File: src/rtl/priority_encoder_16x4_pipe.sv
// rtl/priority_encoder_16x4_pipe.sv - two-stage pipelined 16-to-4 highest-bit priority encoder
//
// Purpose:
//   Compresses a 16-bit request vector to the 4-bit index of its highest set
//   bit (a[15] wins). Stage 1 runs four 4x2 group encoders; stage 2 selects
//   the highest non-empty group. Both stages are registered, so y/any/multi
//   never depend combinationally on a.
//
// Ports:
//   clk        rising-edge clock
//   rst        synchronous active-high reset
//   in_valid   request vector and enable present
//   in_ready   block can accept this cycle (combinational, from pipeline state)
//   a[15:0]    request vector
//   en         encoder enable, sampled with a
//   out_valid  result present
//   out_ready  downstream accepts result
//   y[3:0]     index of highest set bit of a
//   any        a had at least one bit set and en=1
//   multi      (only with PRIORITY_ENC_MULTIHOT_EN) en=1 and more than one bit of a set
//
// Build option:
//   PRIORITY_ENC_MULTIHOT_EN - adds the multi output and its per-group flags.

module priority_encoder_16x4_pipe (
    input  logic        clk,
    input  logic        rst,
    input  logic        in_valid,
    output logic        in_ready,
    input  logic [15:0] a,
    input  logic        en,
    output logic        out_valid,
    input  logic        out_ready,
    output logic [3:0]  y,
    output logic        any
`ifdef PRIORITY_ENC_MULTIHOT_EN
    ,
    output logic        multi
`endif
);

    // 4x2 priority encoder: index of highest set bit, 0 when empty.
    function automatic logic [1:0] enc4(input logic [3:0] v);
        logic [1:0] r;
        if (v[3])      r = 2'd3;
        else if (v[2]) r = 2'd2;
        else if (v[1]) r = 2'd1;
        else           r = 2'd0;
        return r;
    endfunction

`ifdef PRIORITY_ENC_MULTIHOT_EN
    // True when two or more of the four bits are set.
    function automatic logic more_than_one4(input logic [3:0] v);
        return (v[3] & (v[2] | v[1] | v[0])) |
               (v[2] & (v[1] | v[0])) |
               (v[1] & v[0]);
    endfunction
`endif

    // ---------------------------------------------------------------
    // Handshake / advance
    // ---------------------------------------------------------------
    logic       r_s1_valid;
    logic       r_out_valid;
    logic       w_s2_adv;
    logic       w_s1_adv;
    logic       w_in_xfer;

    assign w_s2_adv  = !r_out_valid || out_ready;
    assign w_s1_adv  = !r_s1_valid || w_s2_adv;
    assign w_in_xfer = in_valid && w_s1_adv;
    assign in_ready  = w_s1_adv;

    // ---------------------------------------------------------------
    // Stage 1: per-group encoders (combinational part)
    // ---------------------------------------------------------------
    logic [3:0] w_gv;
    logic [7:0] w_gi;
`ifdef PRIORITY_ENC_MULTIHOT_EN
    logic [3:0] w_gm;
`endif

    always_comb begin
        w_gv = 4'd0;
        w_gi = 8'd0;
`ifdef PRIORITY_ENC_MULTIHOT_EN
        w_gm = 4'd0;
`endif
        for (int g = 0; g < 4; g++) begin
            w_gv[g]       = |a[4*g +: 4];
            w_gi[2*g +: 2] = enc4(a[4*g +: 4]);
`ifdef PRIORITY_ENC_MULTIHOT_EN
            w_gm[g]       = more_than_one4(a[4*g +: 4]);
`endif
        end
    end

    // Stage-1 registers
    logic [3:0] r_gv;
    logic [7:0] r_gi;
    logic       r_en;
`ifdef PRIORITY_ENC_MULTIHOT_EN
    logic [3:0] r_gm;
`endif

    // ---------------------------------------------------------------
    // Stage 2: group select (combinational part)
    // ---------------------------------------------------------------
    logic [1:0] w_grp;
    logic [1:0] w_sub;
    logic       w_hit;

    // enc4 returns 0 for an empty vector; w_hit gates that case to y=0/any=0.
    assign w_grp = enc4(r_gv);
    assign w_sub = r_gi[2*w_grp +: 2];
    assign w_hit = r_en && (|r_gv);

`ifdef PRIORITY_ENC_MULTIHOT_EN
    logic w_multi;
    // Multi-hot if one group holds several bits or several groups are non-empty.
    assign w_multi = r_en && ((|r_gm) || more_than_one4(r_gv));
`endif

    // Output registers
    logic [3:0] r_y;
    logic       r_any;
`ifdef PRIORITY_ENC_MULTIHOT_EN
    logic       r_multi;
`endif

    // ---------------------------------------------------------------
    // Pipeline registers
    // ---------------------------------------------------------------
    always_ff @(posedge clk) begin
        if (rst) begin
            r_s1_valid  <= 1'b0;
            r_gv        <= 4'd0;
            r_gi        <= 8'd0;
            r_en        <= 1'b0;
            r_out_valid <= 1'b0;
            r_y         <= 4'd0;
            r_any       <= 1'b0;
`ifdef PRIORITY_ENC_MULTIHOT_EN
            r_gm        <= 4'd0;
            r_multi     <= 1'b0;
`endif
        end else begin
            if (w_s1_adv) begin
                r_s1_valid <= in_valid;
            end
            if (w_in_xfer) begin
                r_gv <= w_gv;
                r_gi <= w_gi;
                r_en <= en;
`ifdef PRIORITY_ENC_MULTIHOT_EN
                r_gm <= w_gm;
`endif
            end

            if (w_s2_adv) begin
                r_out_valid <= r_s1_valid;
            end
            if (w_s2_adv && r_s1_valid) begin
                if (w_hit) begin
                    r_y   <= {w_grp, w_sub};
                    r_any <= 1'b1;
                end else begin
                    r_y   <= 4'd0;
                    r_any <= 1'b0;
                end
`ifdef PRIORITY_ENC_MULTIHOT_EN
                r_multi <= w_multi;
`endif
            end
        end
    end

    assign out_valid = r_out_valid;
    assign y         = r_y;
    assign any       = r_any;
`ifdef PRIORITY_ENC_MULTIHOT_EN
    assign multi     = r_multi;
`endif

endmodule
File: config.mk
export PLATFORM = sky130hd
export DESIGN_NAME = priority_encoder_16x4_pipe
export DESIGN_NICKNAME = d
export VERILOG_FILES = /design/src/rtl/priority_encoder_16x4_pipe.sv
export SDC_FILE = /design/constraint.sdc
export NUM_CORES = 1
export LEC_CHECK = 0
export CORE_MARGIN = 3
export CORE_UTILIZATION = 49
export CTS_CLUSTER_SIZE = 8
export DETAILED_ROUTE_END_ITERATION = 10
export GPL_TIMING_DRIVEN = 1
export PLACE_DENSITY = 0.82
export SYNTH_ARGS = -nofsm -noshare
export SYNTH_HDL_FRONTEND = slang
export SYNTH_SLANG_ARGS = --single-unit
File: constraint.sdc
create_clock -name clk -period 2.8 [get_ports clk]
set_input_delay 0.28 -clock clk [delete_from_list [all_inputs] [get_ports clk]]
set_output_delay 0.28 -clock clk [all_outputs]
set_load 0.02 [all_outputs]
==> flow_summary.ini <==
[setup_path]
cp_max_fo = 16
setup.worst_path.start_class = flip-flop
end_kind = output pin
crit_type = flip-flop to output pin
cp.required_ps = 2520
worstPathArrival_ps = 1760

[synthesis]
synth.area.mux_share_pct = 2.036
yosysUniqueCellTypes = 32
synth_top_family_by_area = compound AO/OA/AOI/OAI gates
synth_top_cell_by_area = dfxtp_1
synth_warnings = 0
synth_edf_count = 0
synth_fa_ha_area_share_pct = 0
ys.flop_type = dfxtp_1
synthXorXnorAreaFrac_pct = 0
post_synth.cell_area_avg_um2 = 9.548
synth_top_area_share_pct = 40.71
syn_nets = 124
synth-seq-area-share_pct = 40.71
yosys.area_share.simple_pct = 11.70
ys_ff_latch = 20
ys_top_cells_by_area = dfxtp_1 (41%), a21oi_1 (11%), a211oi_2 (10%)
synthArstFlopShare_pct = 0
synth-compound-area-share_pct = 37.79
mappedNetlistArea_um2 = 983.4
synthCells = 103

[clocking]
hold_buffers = 0
cts_buffer_depth = 2
cts_buffers = 3
cts_tree = yes
cts-resized-gates = 0
root_buffer = clkbuf_4
postCtsSetupBuffers = 0
clkLatencyLatePin_ps = 300
htree_levels = 1
clk_pin_slew_ps = 110
clock-sinks = 20

[global_route]
grt_overflow = 0
antenna_found_initial = 0
grt_max_degree = 17
grt_pass1_vias = 795
grt_usage_pct = 17.88
grt_pass1_wl_mm = 3.594

[timing]
max_slew.worst_pin.slew_ps = 801.6
slew_headroom_pct = 46.56
finalHoldViolCount = 0
slew_viol_final = 0
setup_viol = 0
min_period_ps = 2038
timing.setup.tns_ps = 0
whs_ps = 485.0
rsz0062_at_grt = false
max_freq_ghz = 0.4907
worst_clock_skew_ps = 3.690
min_period_over_period_pct = 72.78

[floorplanning]
start_util_pct = 54.58
placementRows = 15
die-area_um2 = 2581
dieHeight_um = 50.80
core_area_um2 = 1802
die_w_um = 50.80
io_pins = 28

[drt]
vias = 846
drt-pass1-iter-count = 4
wl_mm = 2.047
drtAntennaViolNets = 0
drtIter0Drc = 14
drc_errors = 0
routed_via_density = 5.494
wire_per_inst_um = 13.29

[pwr]
irDropWorstVdd_uv = 305.6
powerDensity_nw_per_um2 = 459.3
power_mw = 0.5908
power_leakage_nw = 0.4745

[layout]
final_common_cell = clkdlybuf4s50_1
area_growth_pct = 30.79
nets = 151
layout_common_cells = clkdlybuf4s50_1 (27), a21oi_1 (21), dfxtp_1 (20)
n_antenna_cell = 0
drive_above_1_share_pct = 17.83
design_area_um2 = 1286

[status]
outcome = finished clean

[placement]
globalplace.congestion = 0.8175
hpwlAfterDp_mm = 1.595
portBuffers = 27
dpl_cell_area_um2 = 1250

[run]
maxCapViolCount = 0

[worst_hold_path]
hold_path.class = flip-flop to flip-flop
==> critical path: stages (launching register included) <==
cell	delay, ps
dfxtp_1	500
nand3b_2	320
clkdlybuf4s50_1	640
==> metal layers <==
layer	GRT usage (%)	routed length, um
met1	24.23	931
met2	29.13	1029
met3	2.671	73
met4	5.381	12
met5	0	0
==> registers in the layout, indices dropped and copies added, names as in the netlist <==
register	flops
r_s1_valid	1
r_gi	8
r_en	1
r_gv	4
out_valid	1
y	4
any	1
==> power breakdown <==
part | leakage, nW | internal (mW) | switching [mW]
Clock | 0.0210 | 0.0792 | 0.0868
Combinational | 0.288 | 0.0569 | 0.0482
Sequential | 0.165 | 0.302 | 0.0180
Total | 0.474 | 0.438 | 0.153
==> through the flow <==
| stage | setup WS [ps] | instances | utilization (%) |
|---|---|---|---|
| CTS | 753.8 | 154 | 71.39 |
| global route | 662.7 | 154 | 71.39 |
| global placement | 798.5 | 150 | 69.38 |
| floorplan | 1598 | 103 | - |
| detailed placement | 776.3 | 150 | 69.38 |
| finish | 762.3 | 154 | 71.39 |
==> final timing paths <==
| check | cells after the start | endpoint | start | slack (ps) |
|---|---|---|---|---|
| worst max register to register | 3 | r_gv[2] | out_valid | 1220 |
| worst min-delay path | 2 | y[2] | y[2] | 490 |
| worst min register to register | 2 | y[2] | y[2] | 490 |
| worst max-delay path | 2 | in_ready | r_s1_valid | 760 |
==> kinds of logic after synthesis <==
kind of cell,Yosys count
AO/OA/AOI/OAI,45
AND/OR/NAND/NOR,22
flip-flops,20
buffers and inverters,14
multiplexers,2
==> cell type report <==
class	instances	area, um^2
inverter	7	26.28
sequential	20	400.4
multi-input combinational	69	506.7
tap	25	31.28
clock buffer	4	36.28
timing repair buffer	29	285.3
fill	133	515.5
==> Yosys cell counts, types with 2 or more instances <==
library cell / number
o221ai_1: 2
mux2i_1: 2
a311oi_2: 2
nand2_1: 5
dfxtp_1: 20
buf_2: 4
inv_1: 6
a21oi_1: 21
a211oi_2: 8
a311oi_1: 2
o21ai_0: 2
nor2_1: 8
buf_6: 2
Note: power is estimated with default switching activity, not from simulation.
